File: src/rtl/spi_pkg.sv
// -----------------------------------------------------------------------------
// spi_pkg
// Shared types and constants for the SPI mode-0 target.
//   spi_byte_t     one SPI byte
//   spi_state_e    frame state: IDLE (deselected) / ACTIVE (selected)
//   SPI_IDLE_BYTE  byte shifted out on MISO when nothing is queued to send
// -----------------------------------------------------------------------------
package spi_pkg;

    typedef logic [7:0] spi_byte_t;

    typedef enum logic {
        IDLE   = 1'b0,
        ACTIVE = 1'b1
    } spi_state_e;

    localparam spi_byte_t SPI_IDLE_BYTE = 8'hFF;

endpackage

File: src/rtl/spi_target_if.sv
// -----------------------------------------------------------------------------
// spi_target_if
// Bundles the SPI pins and the local byte-stream handshakes of spi_target.
//   slave  : view used by spi_target (pins in, MISO out, tx consumer, rx producer)
//   master : view used by whatever drives the pins and the byte streams
// Signals:
//   spi_clk, spi_cs_n, spi_mosi   pins from the SPI initiator (asynchronous)
//   spi_miso, spi_miso_en         MISO data and output enable
//   tx_data, tx_valid, tx_ready   bytes to send; tx_ready pulses on consumption
//   rx_data, rx_valid, rx_ready   received bytes; valid held until ready
//   rx_overrun, tx_underrun       1-cycle error pulses
//   frame_end                     1-cycle pulse when chip select is released
//   busy                          high while a frame is active
// -----------------------------------------------------------------------------
interface spi_target_if;
    import spi_pkg::*;

    logic      spi_clk;
    logic      spi_cs_n;
    logic      spi_mosi;
    logic      spi_miso;
    logic      spi_miso_en;
    spi_byte_t tx_data;
    logic      tx_valid;
    logic      tx_ready;
    spi_byte_t rx_data;
    logic      rx_valid;
    logic      rx_ready;
    logic      rx_overrun;
    logic      tx_underrun;
    logic      frame_end;
    logic      busy;

    modport slave (
        input  spi_clk, spi_cs_n, spi_mosi, tx_data, tx_valid, rx_ready,
        output spi_miso, spi_miso_en, tx_ready, rx_data, rx_valid,
               rx_overrun, tx_underrun, frame_end, busy
    );

    modport master (
        output spi_clk, spi_cs_n, spi_mosi, tx_data, tx_valid, rx_ready,
        input  spi_miso, spi_miso_en, tx_ready, rx_data, rx_valid,
               rx_overrun, tx_underrun, frame_end, busy
    );

endinterface

File: src/rtl/spi_rx_fifo.sv
// -----------------------------------------------------------------------------
// spi_rx_fifo
// Small receive FIFO used when SPI_TARGET_RX_FIFO_EN is defined.
//   clock      in  system clock
//   reset_n    in  synchronous active-low reset
//   push       in  write push_data (ignored when full unless popping too)
//   push_data  in  byte to store
//   pop        in  consumer accepts head (ignored when empty)
//   head       out oldest stored byte
//   empty      out no bytes stored
//   full       out DEPTH bytes stored
// Pointers carry one extra wrap bit to tell full from empty.
// -----------------------------------------------------------------------------
module spi_rx_fifo
    import spi_pkg::*;
#(
    parameter int DEPTH = 4
) (
    input  logic      clock,
    input  logic      reset_n,
    input  logic      push,
    input  spi_byte_t push_data,
    input  logic      pop,
    output spi_byte_t head,
    output logic      empty,
    output logic      full
);

    localparam int AW = $clog2(DEPTH);

    spi_byte_t   mem_q [DEPTH];
    spi_byte_t   mem_d [DEPTH];
    logic [AW:0] wr_q, wr_d;
    logic [AW:0] rd_q, rd_d;
    logic        do_pop;
    logic        do_push;

    assign empty   = (wr_q == rd_q);
    assign full    = (wr_q[AW] != rd_q[AW]) && (wr_q[AW-1:0] == rd_q[AW-1:0]);
    assign do_pop  = pop && !empty;
    // A pop in the same cycle frees the slot, so a push on full still lands.
    assign do_push = push && (!full || do_pop);
    assign head    = mem_q[rd_q[AW-1:0]];

    always_comb begin
        mem_d = mem_q;
        wr_d  = wr_q;
        rd_d  = rd_q;
        if (do_push) begin
            mem_d[wr_q[AW-1:0]] = push_data;
            wr_d                = wr_q + (AW+1)'(1);
        end
        if (do_pop) begin
            rd_d = rd_q + (AW+1)'(1);
        end
    end

    always_ff @(posedge clock) begin
        if (!reset_n) begin
            for (int i = 0; i < DEPTH; i++) begin
                mem_q[i] <= '0;
            end
            wr_q <= '0;
            rd_q <= '0;
        end else begin
            mem_q <= mem_d;
            wr_q  <= wr_d;
            rd_q  <= rd_d;
        end
    end

endmodule

File: src/rtl/spi_sync.sv
// -----------------------------------------------------------------------------
// spi_sync_bit / spi_sync
// spi_sync_bit : STAGES-flop synchroniser for one asynchronous input.
//   clock  in  system clock
//   din    in  asynchronous input
//   dout   out synchronised level
// spi_sync     : spi_sync_bit plus one extra registered copy for edge detect.
//   clock  in  system clock
//   din    in  asynchronous input
//   rise   out 1 for one cycle after the synchronised level goes 0->1
//   fall   out 1 for one cycle after the synchronised level goes 1->0
// The chains are deliberately not reset: they keep tracking the pins while
// the rest of the block is held in reset, so releasing reset with a pin
// already low (e.g. CS held asserted) never manufactures a false edge.
// -----------------------------------------------------------------------------
module spi_sync_bit #(
    parameter int STAGES = 2
) (
    input  logic clock,
    input  logic din,
    output logic dout
);

    logic [STAGES-1:0] chain_q;
    logic [STAGES-1:0] chain_d;

    always_comb begin
        chain_d = {chain_q[STAGES-2:0], din};
    end

    always_ff @(posedge clock) begin
        chain_q <= chain_d;
    end

    assign dout = chain_q[STAGES-1];

endmodule

module spi_sync #(
    parameter int STAGES = 2
) (
    input  logic clock,
    input  logic din,
    output logic rise,
    output logic fall
);

    logic level;
    logic prev_q;
    logic prev_d;

    spi_sync_bit #(.STAGES(STAGES)) u_bit (
        .clock (clock),
        .din   (din),
        .dout  (level)
    );

    always_comb begin
        prev_d = level;
    end

    always_ff @(posedge clock) begin
        prev_q <= prev_d;
    end

    assign rise = level & ~prev_q;
    assign fall = ~level & prev_q;

endmodule

File: src/rtl/spi_target.sv
// -----------------------------------------------------------------------------
// spi_target
// SPI mode-0 (CPOL=0, CPHA=0) target. SCLK, CS and MOSI are oversampled in the
// local clock domain; MOSI is shifted in MSB first on SCLK rise, MISO is
// shifted out MSB first and advanced on SCLK fall. The system clock must be at
// least 8x SCLK because a pin edge takes SYNC_STAGES+1 cycles to act on and
// MISO settles SYNC_STAGES+2 cycles after an SCLK fall.
// Parameters:
//   SYNC_STAGES    flops per input synchroniser (>=2)
//   IDLE_BYTE      byte sent when no tx byte is queued
//   RX_FIFO_DEPTH  receive FIFO entries, power of two (FIFO build only)
// Build option:
//   SPI_TARGET_RX_FIFO_EN  defined   -> received bytes queue in spi_rx_fifo;
//                                       a byte arriving on full is dropped
//                          undefined -> single rx register; an unaccepted
//                                       byte is overwritten by the next one
// Ports:
//   clock      in  system clock
//   reset_n    in  synchronous active-low reset
//   bus        spi_target_if.slave: pins, tx/rx byte handshakes, status pulses
//
// state  | meaning
// IDLE   | deselected; SCLK ignored, MISO disabled (driven 1)
// ACTIVE | CS asserted; shifting bytes in and out
// -----------------------------------------------------------------------------
module spi_target
    import spi_pkg::*;
#(
    parameter int        SYNC_STAGES   = 2,
    parameter spi_byte_t IDLE_BYTE     = SPI_IDLE_BYTE,
    parameter int        RX_FIFO_DEPTH = 4
) (
    input logic         clock,
    input logic         reset_n,
    spi_target_if.slave bus
);

    if (SYNC_STAGES < 2) begin : g_bad_sync_stages
        $error("spi_target: SYNC_STAGES must be at least 2");
    end
    if (RX_FIFO_DEPTH < 2 || (RX_FIFO_DEPTH & (RX_FIFO_DEPTH - 1)) != 0) begin : g_bad_fifo_depth
        $error("spi_target: RX_FIFO_DEPTH must be a power of two, at least 2");
    end

    logic sclk_rise, sclk_fall;
    logic cs_rise, cs_fall;
    logic mosi_sync;

    spi_sync #(.STAGES(SYNC_STAGES)) u_sync_sclk (
        .clock (clock),
        .din   (bus.spi_clk),
        .rise  (sclk_rise),
        .fall  (sclk_fall)
    );

    spi_sync #(.STAGES(SYNC_STAGES)) u_sync_cs (
        .clock (clock),
        .din   (bus.spi_cs_n),
        .rise  (cs_rise),
        .fall  (cs_fall)
    );

    spi_sync_bit #(.STAGES(SYNC_STAGES)) u_sync_mosi (
        .clock (clock),
        .din   (bus.spi_mosi),
        .dout  (mosi_sync)
    );

    spi_state_e state_q, state_d;
    spi_byte_t  shift_tx_q, shift_tx_d;
    spi_byte_t  shift_rx_q, shift_rx_d;
    logic [2:0] bit_cnt_q, bit_cnt_d;
    logic       rx_commit_q, rx_commit_d;
    logic       miso_q, miso_d;
    logic       miso_en_q, miso_en_d;
    logic       frame_end_q, frame_end_d;
    logic       rx_overrun_q, rx_overrun_d;
    logic       load_tx;
    spi_byte_t  tx_next;

    assign tx_next = bus.tx_valid ? bus.tx_data : IDLE_BYTE;

    always_comb begin
        state_d     = state_q;
        shift_tx_d  = shift_tx_q;
        shift_rx_d  = shift_rx_q;
        bit_cnt_d   = bit_cnt_q;
        rx_commit_d = 1'b0;
        miso_d      = miso_q;
        miso_en_d   = miso_en_q;
        frame_end_d = 1'b0;
        load_tx     = 1'b0;

        case (state_q)
            IDLE: begin
                if (cs_fall) begin
                    state_d    = ACTIVE;
                    load_tx    = 1'b1;
                    bit_cnt_d  = '0;
                    shift_rx_d = '0;
                    miso_en_d  = 1'b1;
                end
            end
            ACTIVE: begin
                // CS release wins over any SCLK edge seen in the same cycle;
                // partial bytes in both directions are abandoned.
                if (cs_rise) begin
                    state_d     = IDLE;
                    frame_end_d = 1'b1;
                    bit_cnt_d   = '0;
                    shift_rx_d  = '0;
                    miso_en_d   = 1'b0;
                    miso_d      = 1'b1;
                end else if (sclk_rise) begin
                    shift_rx_d = {shift_rx_q[6:0], mosi_sync};
                    bit_cnt_d  = bit_cnt_q + 3'd1;
                    if (bit_cnt_q == 3'd7) begin
                        rx_commit_d = 1'b1;
                    end
                end else if (sclk_fall) begin
                    // bit_cnt==0 on a fall means the 8th rise just wrapped it:
                    // the byte is done and the next one is loaded.
                    if (bit_cnt_q != 3'd0) begin
                        shift_tx_d = {shift_tx_q[6:0], 1'b0};
                        miso_d     = shift_tx_q[6];
                    end else begin
                        load_tx = 1'b1;
                    end
                end
            end
            default: begin
                state_d = IDLE;
            end
        endcase

        if (load_tx) begin
            shift_tx_d = tx_next;
            miso_d     = tx_next[7];
        end
    end

    always_ff @(posedge clock) begin
        if (!reset_n) begin
            state_q      <= IDLE;
            shift_tx_q   <= IDLE_BYTE;
            shift_rx_q   <= '0;
            bit_cnt_q    <= '0;
            rx_commit_q  <= 1'b0;
            miso_q       <= 1'b1;
            miso_en_q    <= 1'b0;
            frame_end_q  <= 1'b0;
            rx_overrun_q <= 1'b0;
        end else begin
            state_q      <= state_d;
            shift_tx_q   <= shift_tx_d;
            shift_rx_q   <= shift_rx_d;
            bit_cnt_q    <= bit_cnt_d;
            rx_commit_q  <= rx_commit_d;
            miso_q       <= miso_d;
            miso_en_q    <= miso_en_d;
            frame_end_q  <= frame_end_d;
            rx_overrun_q <= rx_overrun_d;
        end
    end

    // tx_ready/tx_underrun are strobes in the very cycle tx_data is sampled,
    // so a producer advancing on tx_ready never loses or repeats a byte.
    assign bus.tx_ready    = reset_n && load_tx && bus.tx_valid;
    assign bus.tx_underrun = reset_n && load_tx && !bus.tx_valid;
    assign bus.spi_miso    = miso_q;
    assign bus.spi_miso_en = miso_en_q;
    assign bus.frame_end   = frame_end_q;
    assign bus.rx_overrun  = rx_overrun_q;
    assign bus.busy        = (state_q == ACTIVE);

`ifdef SPI_TARGET_RX_FIFO_EN

    logic      fifo_empty;
    logic      fifo_full;
    spi_byte_t fifo_head;

    spi_rx_fifo #(.DEPTH(RX_FIFO_DEPTH)) u_rx_fifo (
        .clock     (clock),
        .reset_n   (reset_n),
        .push      (rx_commit_q),
        .push_data (shift_rx_q),
        .pop       (bus.rx_ready),
        .head      (fifo_head),
        .empty     (fifo_empty),
        .full      (fifo_full)
    );

    // full implies non-empty, so only a missing rx_ready blocks the push.
    assign rx_overrun_d = rx_commit_q && fifo_full && !bus.rx_ready;
    assign bus.rx_valid = !fifo_empty;
    assign bus.rx_data  = fifo_head;

`else

    spi_byte_t rx_data_q, rx_data_d;
    logic      rx_valid_q, rx_valid_d;

    always_comb begin
        rx_data_d    = rx_data_q;
        rx_valid_d   = rx_valid_q;
        rx_overrun_d = 1'b0;
        if (rx_commit_q) begin
            // A byte still pending and not taken this cycle is lost.
            rx_data_d    = shift_rx_q;
            rx_valid_d   = 1'b1;
            rx_overrun_d = rx_valid_q && !bus.rx_ready;
        end else if (rx_valid_q && bus.rx_ready) begin
            rx_valid_d = 1'b0;
        end
    end

    always_ff @(posedge clock) begin
        if (!reset_n) begin
            rx_data_q  <= '0;
            rx_valid_q <= 1'b0;
        end else begin
            rx_data_q  <= rx_data_d;
            rx_valid_q <= rx_valid_d;
        end
    end

    assign bus.rx_valid = rx_valid_q;
    assign bus.rx_data  = rx_data_q;

`endif

endmodule

File: src/flat_wrapper.sv
// flat-port wrapper written by rule: the top's interface ports become plain ports
module spi_target_flat import spi_pkg::*;
#(
    parameter int        SYNC_STAGES   = 2,
    parameter spi_byte_t IDLE_BYTE     = SPI_IDLE_BYTE,
    parameter int        RX_FIFO_DEPTH = 4
)
  (clock, reset_n, bus_spi_clk, bus_spi_cs_n, bus_spi_mosi, bus_tx_data, bus_tx_valid, bus_rx_ready, bus_spi_miso, bus_spi_miso_en, bus_tx_ready, bus_rx_data, bus_rx_valid, bus_rx_overrun, bus_tx_underrun, bus_frame_end, bus_busy);
  spi_target_if bus_i ();
  input logic clock;
  input logic reset_n;
  input wire logic [$bits(bus_i.spi_clk)-1:0] bus_spi_clk;
  input wire logic [$bits(bus_i.spi_cs_n)-1:0] bus_spi_cs_n;
  input wire logic [$bits(bus_i.spi_mosi)-1:0] bus_spi_mosi;
  input wire logic [$bits(bus_i.tx_data)-1:0] bus_tx_data;
  input wire logic [$bits(bus_i.tx_valid)-1:0] bus_tx_valid;
  input wire logic [$bits(bus_i.rx_ready)-1:0] bus_rx_ready;
  output wire logic [$bits(bus_i.spi_miso)-1:0] bus_spi_miso;
  output wire logic [$bits(bus_i.spi_miso_en)-1:0] bus_spi_miso_en;
  output wire logic [$bits(bus_i.tx_ready)-1:0] bus_tx_ready;
  output wire logic [$bits(bus_i.rx_data)-1:0] bus_rx_data;
  output wire logic [$bits(bus_i.rx_valid)-1:0] bus_rx_valid;
  output wire logic [$bits(bus_i.rx_overrun)-1:0] bus_rx_overrun;
  output wire logic [$bits(bus_i.tx_underrun)-1:0] bus_tx_underrun;
  output wire logic [$bits(bus_i.frame_end)-1:0] bus_frame_end;
  output wire logic [$bits(bus_i.busy)-1:0] bus_busy;
  assign bus_i.spi_clk = bus_spi_clk;
  assign bus_i.spi_cs_n = bus_spi_cs_n;
  assign bus_i.spi_mosi = bus_spi_mosi;
  assign bus_i.tx_data = bus_tx_data;
  assign bus_i.tx_valid = bus_tx_valid;
  assign bus_i.rx_ready = bus_rx_ready;
  assign bus_spi_miso = bus_i.spi_miso;
  assign bus_spi_miso_en = bus_i.spi_miso_en;
  assign bus_tx_ready = bus_i.tx_ready;
  assign bus_rx_data = bus_i.rx_data;
  assign bus_rx_valid = bus_i.rx_valid;
  assign bus_rx_overrun = bus_i.rx_overrun;
  assign bus_tx_underrun = bus_i.tx_underrun;
  assign bus_frame_end = bus_i.frame_end;
  assign bus_busy = bus_i.busy;
  spi_target #(.SYNC_STAGES(SYNC_STAGES), .IDLE_BYTE(IDLE_BYTE), .RX_FIFO_DEPTH(RX_FIFO_DEPTH)) u_core (.clock(clock), .reset_n(reset_n), .bus(bus_i));
endmodule
File: config.mk
export PLATFORM = sky130hd
export DESIGN_NAME = spi_target_flat
export DESIGN_NICKNAME = d
export VERILOG_FILES = /design/src/rtl/spi_pkg.sv /design/src/rtl/spi_target_if.sv /design/src/rtl/spi_rx_fifo.sv /design/src/rtl/spi_sync.sv /design/src/rtl/spi_target.sv /design/src/flat_wrapper.sv
export SDC_FILE = /design/constraint.sdc
export NUM_CORES = 1
export LEC_CHECK = 0
export ABC_AREA = 1
export ABC_CLOCK_PERIOD_IN_PS = 2200
export CAP_MARGIN = 10
export CORE_MARGIN = 5
export CORE_UTILIZATION = 35
export CTS_BUF_LIST = sky130_fd_sc_hd__clkbuf_4 sky130_fd_sc_hd__clkbuf_8 sky130_fd_sc_hd__clkbuf_16
export DETAILED_ROUTE_END_ITERATION = 8
export PLACE_DENSITY_LB_ADDON = 0.05
export SYNTH_ARGS = -nofsm -noshare
export SYNTH_HDL_FRONTEND = slang
export SYNTH_SLANG_ARGS = --single-unit
export TNS_END_PERCENT = 1
File: constraint.sdc
create_clock -name clock -period 2.2 [get_ports clock]
set_clock_uncertainty 0.1 [all_clocks]
set_input_delay 0.66 -clock clock [delete_from_list [all_inputs] [get_ports clock]]
set_output_delay 0.66 -clock clock [all_outputs]
set_load 0.02 [all_outputs]
==> out/metrics.yaml <==
crit_type: "flop to output port"
regArea_um2: 823.3
start_kind: "flop"
synthesis.nets: 197
worst_pin_slew_ps: 485.7
crit_required_ps: 1440
wl_per_cell_um: 11.53
path_clk_slew_ps: 70
place_ws_ps: -663.0
cts_tree: "yes"
diodes: 0
r2r_start: "u_core.bit_cnt_q[0]"
cp.arrival_ps: 1430
vdd_drop_max_v: 0.0004166
core_um2: 4294
clockBufferDepth: 2
clkSinkCount: 41
timing.final.crit_share_pct: 99.49
die_x_um: 76.04
drv_slew: 0
timing.rr.end: "u_core.shift_tx_q[1]"
io_pins: 31
power_density_nw_per_um2: 769.8
port_buffers: 30
synth.avg_cell_area_um2: 8.528
antenna_found_initial: 0
netlist_instances: 179
insertion_delay_ps: 290
setup.worst_path.end: "bus_tx_ready"
drt-initial-drc-count: 53
grt_pass1_vias: 1222
grt_setup_unrepaired: "yes"
setup_tns_ps: 0
synth_area_um2: 1526
ant_nets: 0
setup_viol: 0
hold_path_class: "flop to flop"
htreeDepth: 2
die_area_um2: 5782
cp-startpoint: "u_core.bit_cnt_q[0]"
avgViaCountPerCell: 4.562
crit_path_end_kind: "output port"
num-fill-cells: 402
finalHoldViolations: 0
cts_buffers: 5
cp_max_fo: 2
rows: 24
fmax_ghz: 0.4569
hold-worst-slack_ps: 230.0
finalWorstSetupSlack_ps: 11.12
die_h_um: 76.04
ctsRootBufferMaster: "clkbuf_8"
route.vias.total: 1291
yosysSeqAreaShare_pct: 53.77
period_minus_slack_ps: 2189
grt_usage_pct: 11.81
grt-ovfl-total: 0
grt_max_degree: 16
min_from: "u_core.u_sync_sclk.u_bit.chain_q[0]"
grt_pass1_wl_um: 5582
reg2regPathDepth: 12
yosysWarnings: 0
wl_um: 3262
synth_cell_types: 24
p_leak_nw: 0.9736
multi_input_area_um2: 653.1
area_growth_pct: 41.64
finalWeightedCongestion: 0.6868
max-slew-margin-rel_pct: 67.61
rrSetupSlack_ps: 620
fin_nets: 248
yosys_register_bits: 41
dr.pass1.iters: 4
cap_violations: 0
drive_gt1_share_pct: 21.65
drc: 0
hpwl_um: 2310
status: "complete, no violations"
floorplan.initialDensity_pct: 35.55
[routing by layer]
layer	track usage (%)	vias up	routed length (µm)
met1	15.06	574	1588
met2	18.15	22	1493
met3	4.374	4	147
met5	0	-	0
li1	-	691	-
met4	4.270	0	32
[timing repair]
item                       CTS  global route
pin swaps                    1             1
hold buffers                 0             0
buffers inserted             1             0
gates resized for setup     19             6
setup endpoints to repair    3             3
gates cloned                 0             0
[critical path, cell delays in order, from the launching register on]
cell and delay [ps]:
dfxtp_1 310, inv_1 50, ha_1 130, inv_1 50, nor2_2 80, nand2_2 80, o21ai_4 160, nand2_4 70
nor2_4 90, buf_6 120
[registers in the layout (all words and copies together), names as in the netlist]
signal	flops
u_core.bus.rx_valid	1
u_core.shift_rx_q	8
u_core.u_sync_cs.u_bit.chain_q	2
u_core.bit_cnt_q	3
u_core.u_sync_sclk.u_bit.chain_q	2
u_core.bus.rx_data	8
u_core.bus.spi_miso	1
u_core.bus.busy	1
u_core.bus.spi_miso_en	1
u_core.bus.rx_overrun	1
u_core.shift_tx_q	7
u_core.u_sync_mosi.chain_q	2
u_core.u_sync_sclk.prev_q	1
u_core.bus.frame_end	1
u_core.u_sync_cs.prev_q	1
u_core.rx_commit_q	1
[logic make-up (layout without fill, tap and decap cells)]
kind of cell	Yosys count	count (layout)	share of synthesized area, %
flops	41	41	53.77
simple gates	77	77	22.79
fa+ha+maj	3	3	2.459
buf+inv	17	69	4.918
compound gates	41	41	16.07
[layout make-up]
class,instances,share of cell area (%)
Tap cell,52,3.009
Sequential cell,41,38.08
Clock inverter,3,3.009
Timing Repair Buffer,49,20.43
Inverter,12,2.083
Clock buffer,5,3.183
Multi-Input combinational cell,121,30.21
[worst min path at each step]
stage | end | slack (ps) | cells after the start
after floorplan | u_core.u_sync_cs.u_bit.chain_q[1] | 210 | 0
after global placement | u_core.u_sync_cs.u_bit.chain_q[1] | 210 | 0
after detailed placement | u_core.u_sync_mosi.chain_q[1] | 220 | 0
after CTS | u_core.u_sync_mosi.chain_q[1] | 230 | 0
after global routing | u_core.u_sync_mosi.chain_q[1] | 240 | 0
final | u_core.u_sync_sclk.u_bit.chain_q[1] | 230 | 0
[through the flow]
stage	cells	utilization [%]	power, mW	instance area, µm²
floorplan	179	-	0.8933	1526
global placement	274	46.50	0.9691	1997
detailed placement	274	46.50	0.9723	1997
CTS	283	50.03	1.687	2148
global route	283	50.35	1.750	2162
finish	283	50.35	1.664	2162
[power by group]
group | internal, mW | total (mW) | switching, mW
Clock | 0.451 | 0.706 | 0.256
Combinational | 0.0871 | 0.177 | 0.0904
Sequential | 0.767 | 0.781 | 0.0132
[synthesized netlist by cell type (all sizes together)]
library cell   n  area, µm²
or2            1      6.260
a21oi         10      50.05
clkbuf         3      11.26
clkinv         1      3.750
nor3           3      15.01
o21ai         21      120.1
a22oi         10      75.07
buf            2      18.77
ha             3      37.54
nand3          5      25.02
inv           11      41.29
dfxtp         41      820.8
nand2         24      115.1
nor2          42      160.2
nand3b         1      20.02
and3           1      6.260
[placed cells by master (no fill, tap or decap), types with 2 or more instances in the layout]
master,Yosys,routed
clkdlybuf4s50_1,0,25
ha_1,3,3
nor3_1,3,2
inv_1,8,7
o21ai_0,13,13
a21oi_1,10,10
o21ai_1,6,6
nor2_2,1,2
nand2_4,3,3
inv_2,3,4
bufinv_16,0,2
clkbuf_8,0,5
dfxtp_1,41,39
nand2_2,1,4
buf_4,1,20
nand2_1,20,17
a22oi_1,10,10
dfxtp_2,0,2
nor2_1,41,39
nand3_1,5,5
dlygate4sd2_1,0,2
Note: power is estimated with default switching activity, not from simulation.
==> variant 1: new RTL, config.mk and constraints unchanged <==
Reset style: asynchronous (`reset_n`), changed in 2 clocked blocks. Comments in the files are not updated.
--- a/src/rtl/spi_target.sv
+++ b/src/rtl/spi_target.sv
@@ -140,5 +140,5 @@
     end
 
-    always_ff @(posedge clock) begin
+    always_ff @(posedge clock or negedge reset_n) begin
         if (!reset_n) begin
             state_q      <= IDLE;
@@ -215,5 +215,5 @@
     end
 
-    always_ff @(posedge clock) begin
+    always_ff @(posedge clock or negedge reset_n) begin
         if (!reset_n) begin
             rx_data_q  <= '0;
Check against the original RTL: differs if reset_n is asserted again (counterexample within 4 cycles, from zero or initial values and one cycle with reset_n low); with reset_n held inactive, the same outputs for 10 cycles.
==> variant 1 against the original RTL <==
- area after synthesis grew 11%
- synthesized cell count rose by 2.8%
- largest cell class unchanged
- routed wire length increased by 8.0%
- critical endpoint is now bus_tx_underrun
- non-clock buffer count fell by 2
- setup slack got worse by 0.11 ns
- sequential cell count is the same
- the run now ends with negative setup slack left
- cell area is 9.0% higher
Power is not compared: it rests on default switching activity, and its combinational part moved more than twofold at a synthesized area within 25%.
==> variant 1: results (changes against the original RTL) <==
Status
  – Outcome: finished, violations left
  – Violated checks: negative setup slack

Layout
  – Fillers: 451 (+12%)
  – Multi-input combinational cell count: 118 (-2.5%)
  – Nets@finish: 255 (+2.8%)
  – Clock network area share: 0.0568 (-0.00510)
  – Inverter count: 24 (+12)
  – Register fraction of the total cell area: 0.423 (+0.0419)
  – Sequential standard cell area: 996 um^2 (+21%)
  – Nonclk buf count: 47 (-4.1%)
  – Multi-input gate share of total cell area: 0.266 (-0.0360)
  – Signal buf overhead: 0.181 (-0.0237)
  – Share of cells above drive strength 1: 0.256 (+0.0399)

Synthesis
  – Syn Nets: 202 (+2.5%)
  – Async SR Flop Fraction: 0.805 (+0.805)
  – Dominant cells by area after synthesis: dfrtp_1 37%, nand2_1 13%, dfstp_2 12%, dfxtp_1 9.4%, inv_1 4.4%
  – Post-synth top cells: 57 x nand2_1, 25 x dfrtp_1, 20 x inv_1
  – Synth cell types: 23 (-4.2%)
  – Post-synthesis sequential area ratio: 0.586 (+0.0480)
  – Prevailing post-synth register cell: dfrtp_1

Setup path
  – Crit-path max FO: 4 (+2)
  – Worst Path Arrival: 1.54 ns (+0.11 ns)

Routing
  – DR vias: 1,360 (+5.3%)
  – Iteration-0 DRC Markers: 64 (+21%)
  – Final WL: 3.52 mm (+8.0%)

Placement
  – Placed cell area: 2190 um^2 (+9.5%)
  – HPWL after DPL: 2.53 mm (+9.7%)
  – Gpl congestion: 0.763 (+11%)
  – Post-Place Cells: 294 (+7.3%)
  – Dpl ws: -0.684 ns (-0.0215 ns)

Global route
  – First-pass GRT wire length: 5.86 mm (+4.9%)
  – Largest net degree at the start of global routing: 34 (+18)
  – Total track usage: 0.120 (+0.00189)
  – Vias in the first global route: 1,284 (+5.1%)

Pwr
  – Comb pwr share: 0.209
  – Worst VDD drop: 0.000343 V

STA
  – Final worst slack: -0.102 ns (-0.113 ns)
  – Final setup fails: 2 (+2)
  – Max-slew headroom: 0.718 (+0.0422)
  – Setup TNS Final: -0.201 ns (-0.201 ns)
## variant 1: what timing repair did
action	CTS	global route
buffers inserted	1	2
setup endpoints to repair	3	3
gates resized for setup	19	3
gates cloned	0	0
hold endpoints to repair	0	0
pin swaps	1	1
## variant 1: path summary, 6_finish.rpt
path	startpoint	endpoint	slack, ns	depth (start not counted)
worst max register to register	u_core.bit_cnt_q[0]$_DFFE_PN0P_	u_core.bus.spi_miso$_DFFE_PN1P_	0.70	12
worst min-delay path	u_core.u_sync_mosi.chain_q[0]$_DFF_P_	u_core.u_sync_mosi.chain_q[1]$_DFF_P_	0.23	0
min in group asynchronous	reset_n	u_core.bus.rx_valid$_DFFE_PN0P_	0.51	2
worst max-delay path	u_core.bit_cnt_q[0]$_DFFE_PN0P_	bus_tx_underrun	-0.10	9
worst min register to register	u_core.u_sync_mosi.chain_q[0]$_DFF_P_	u_core.u_sync_mosi.chain_q[1]$_DFF_P_	0.23	0
max in group asynchronous	reset_n	u_core.bus.spi_miso$_DFFE_PN1P_	1.15	2
## variant 1: logic make-up (layout without fill, tap and decap cells)
group / after synthesis / after routing / share of synthesized area
AOI/OAI and AO/OA: 25 / 25 / 0.0839
adders and majority gates: 3 / 3 / 0.0221
buffers and inverters: 25 / 79 / 0.0552
DFF: 41 / 41 / 0.586
and+or+nand+nor: 90 / 90 / 0.253
## variant 1: critical path, cell delays in order, from the launching register on
cell and delay (ns):
dfrtp_1 0.40, inv_2 0.07, ha_1 0.14, inv_1 0.03
nor2_1 0.09, nand2_1 0.10, nand2_4 0.08, nand2_4 0.07
nor3_2 0.11, buf_4 0.16
## variant 1: routing by layer
metal	vias to the layer above	track usage	part of all wire
met2	32	0.185	0.47
met4	0	0.0481	0.016
met3	6	0.0429	0.056
li1	683	-	-
met5	-	0	0
met1	639	0.152	0.45
==> variant 2: new RTL, same settings <==
Without the edit above. `SYNC_STAGES` is set to 2 in 2 places; all go to 4. Comments in the files are not updated.
--- a/src/rtl/spi_target.sv
+++ b/src/rtl/spi_target.sv
@@ -27,5 +27,5 @@
     import spi_pkg::*;
 #(
-    parameter int        SYNC_STAGES   = 2,
+    parameter int        SYNC_STAGES   = 4,
     parameter spi_byte_t IDLE_BYTE     = SPI_IDLE_BYTE,
     parameter int        RX_FIFO_DEPTH = 4
--- a/src/flat_wrapper.sv
+++ b/src/flat_wrapper.sv
@@ -2,5 +2,5 @@
 module spi_target_flat import spi_pkg::*;
 #(
-    parameter int        SYNC_STAGES   = 2,
+    parameter int        SYNC_STAGES   = 4,
     parameter spi_byte_t IDLE_BYTE     = SPI_IDLE_BYTE,
     parameter int        RX_FIFO_DEPTH = 4
Behaviour: not the same (Yosys sat finds a counterexample within 4 cycles, from zero or initial values and one cycle with reset_n low).
==> variant 2 against the original RTL <==
- the run now ends with negative setup slack left
- synthesized cell count grew 4.5%
- power shrank 5.7%
- cell area grew 3.1%
- sequential share of layout area grew 4.3 points
- final cell count grew 2.8%
- routed wire length grew 4.2%
- via count grew 2.6%
- area after synthesis grew 8.4%
- sequential cell count grew 6
- clock power shrank 29%
- setup slack lost 0.072 ns
- critical path type unchanged
- largest cell class unchanged
- highest routed layer unchanged
==> variant 2: results (changes against the original RTL) <==
Setup path
  – Reg2reg setup slack: 0.65 ns (+0.03 ns)
  – Worst Path Arrival: 1.50 ns (+0.07 ns)
  – Worst r2r path cells: 10 (-2)

Layout
  – Seq_cells: 47 (+15%)
  – Nets@finish: 254 (+2.4%)
  – Multi-input gate share of total cell area: 0.294 (-0.00843)
  – Register fraction of the total cell area: 0.423 (+0.0426)
  – Nonclk buf count: 48 (-2.0%)
  – Signal buf overhead: 0.195 (-0.00945)
  – Sequential standard cell area: 943 um^2 (+15%)
  – Fillers: 459 (+14%)
  – Share of cells above drive strength 1: 0.203 (-0.0139)

STA
  – Slew @ Worst Pin: 0.500 ns (+0.0140 ns)
  – Setup TNS Final: -0.0688 ns (-0.0688 ns)
  – Final hold slack: 0.232 ns (+0.00241 ns)
  – Final setup fails: 2 (+2)
  – Final worst slack: -0.0613 ns (-0.0724 ns)

Placement
  – Dpl ws: -0.655 ns (+0.00819 ns)
  – Placed cell area: 2120 um^2 (+6.3%)
  – Post-Place Cells: 283 (+3.3%)
  – HPWL after DPL: 2.38 mm (+3.0%)
  – Gpl congestion: 0.760 (+11%)

Routing
  – Iteration-0 DRC Markers: 45 (-15%)
  – DR vias: 1,324 (+2.6%)

Synthesis
  – Syn Area/Cell: 8.85 um^2 (+3.8%)
  – Post-synth top cells: 47 x dfxtp_1, 44 x nor2_1, 19 x nand2_1
  – Syn Nets: 205 (+4.1%)
  – Dominant cells by area after synthesis: dfxtp_1 57%, nor2_1 10%, a22oi_1 4.5%, nand2_1 4.3%, o21ai_0 3.9%

Pwr
  – Int Power: 1.18 mW (-9.2%)
  – Worst VDD drop: 0.000426 V (+2.1%)
  – P_leak: 0.995 nW (+2.2%)
  – Sequential power: 0.896 mW (+15%)
  – Pwr Total: 1.57 mW (-5.7%)

Global route
  – Vias in the first global route: 1,371 (+12%)
  – Total track usage: 0.119 (+0.000454)
  – First-pass GRT wire length: 5.91 mm (+5.8%)

CTS
  – Gates resized, CTS repair: 16 (-3)

Floorplanning
  – Total core area: 4660 um^2 (+8.5%)

Min path
  – Min-delay src: u_core.u_sync_sclk.u_bit.chain_q[1]$_DFF_P_
  – Hold Path End: u_core.u_sync_sclk.u_bit.chain_q[2]$_DFF_P_

Status
  – Outcome: finished, violations left
  – Violated checks: negative setup slack
==> variant 2: cell count changes in the layout (fill, tap and decap cells not counted) <==
cell,change
buf_4,-1
nor4_1,+1
nand2_1,-1
nor3_1,-1
dfxtp_1,+6
nor2_2,-1
bufinv_16,-2
a21oi_1,-1
nor2_1,+4
clkinv_2,+2
==> variant 2: per-layer routing <==
layer  wire length (um)  part of all wire  global-route usage  up-vias
li1                   -                 -                   -      705
met1               1620              0.48               0.141      588
met2               1590              0.47               0.195       27
met3                155             0.046              0.0408        4
met4                 34             0.010              0.0472        0
met5                  0                 0                   0        -
==> variant 2: cells by family (layout without fill, tap and decap cells) <==
kind of cell             after synthesis  in the layout  share of synthesized area
AND/OR/NAND/NOR                       79             79                      0.215
flip-flops                            47             47                      0.568
AO/OA/AOI/OAI                         40             40                      0.145
buffers and inverters                 18             68                     0.0484
adder cells (fa/ha/maj)                3              3                     0.0227
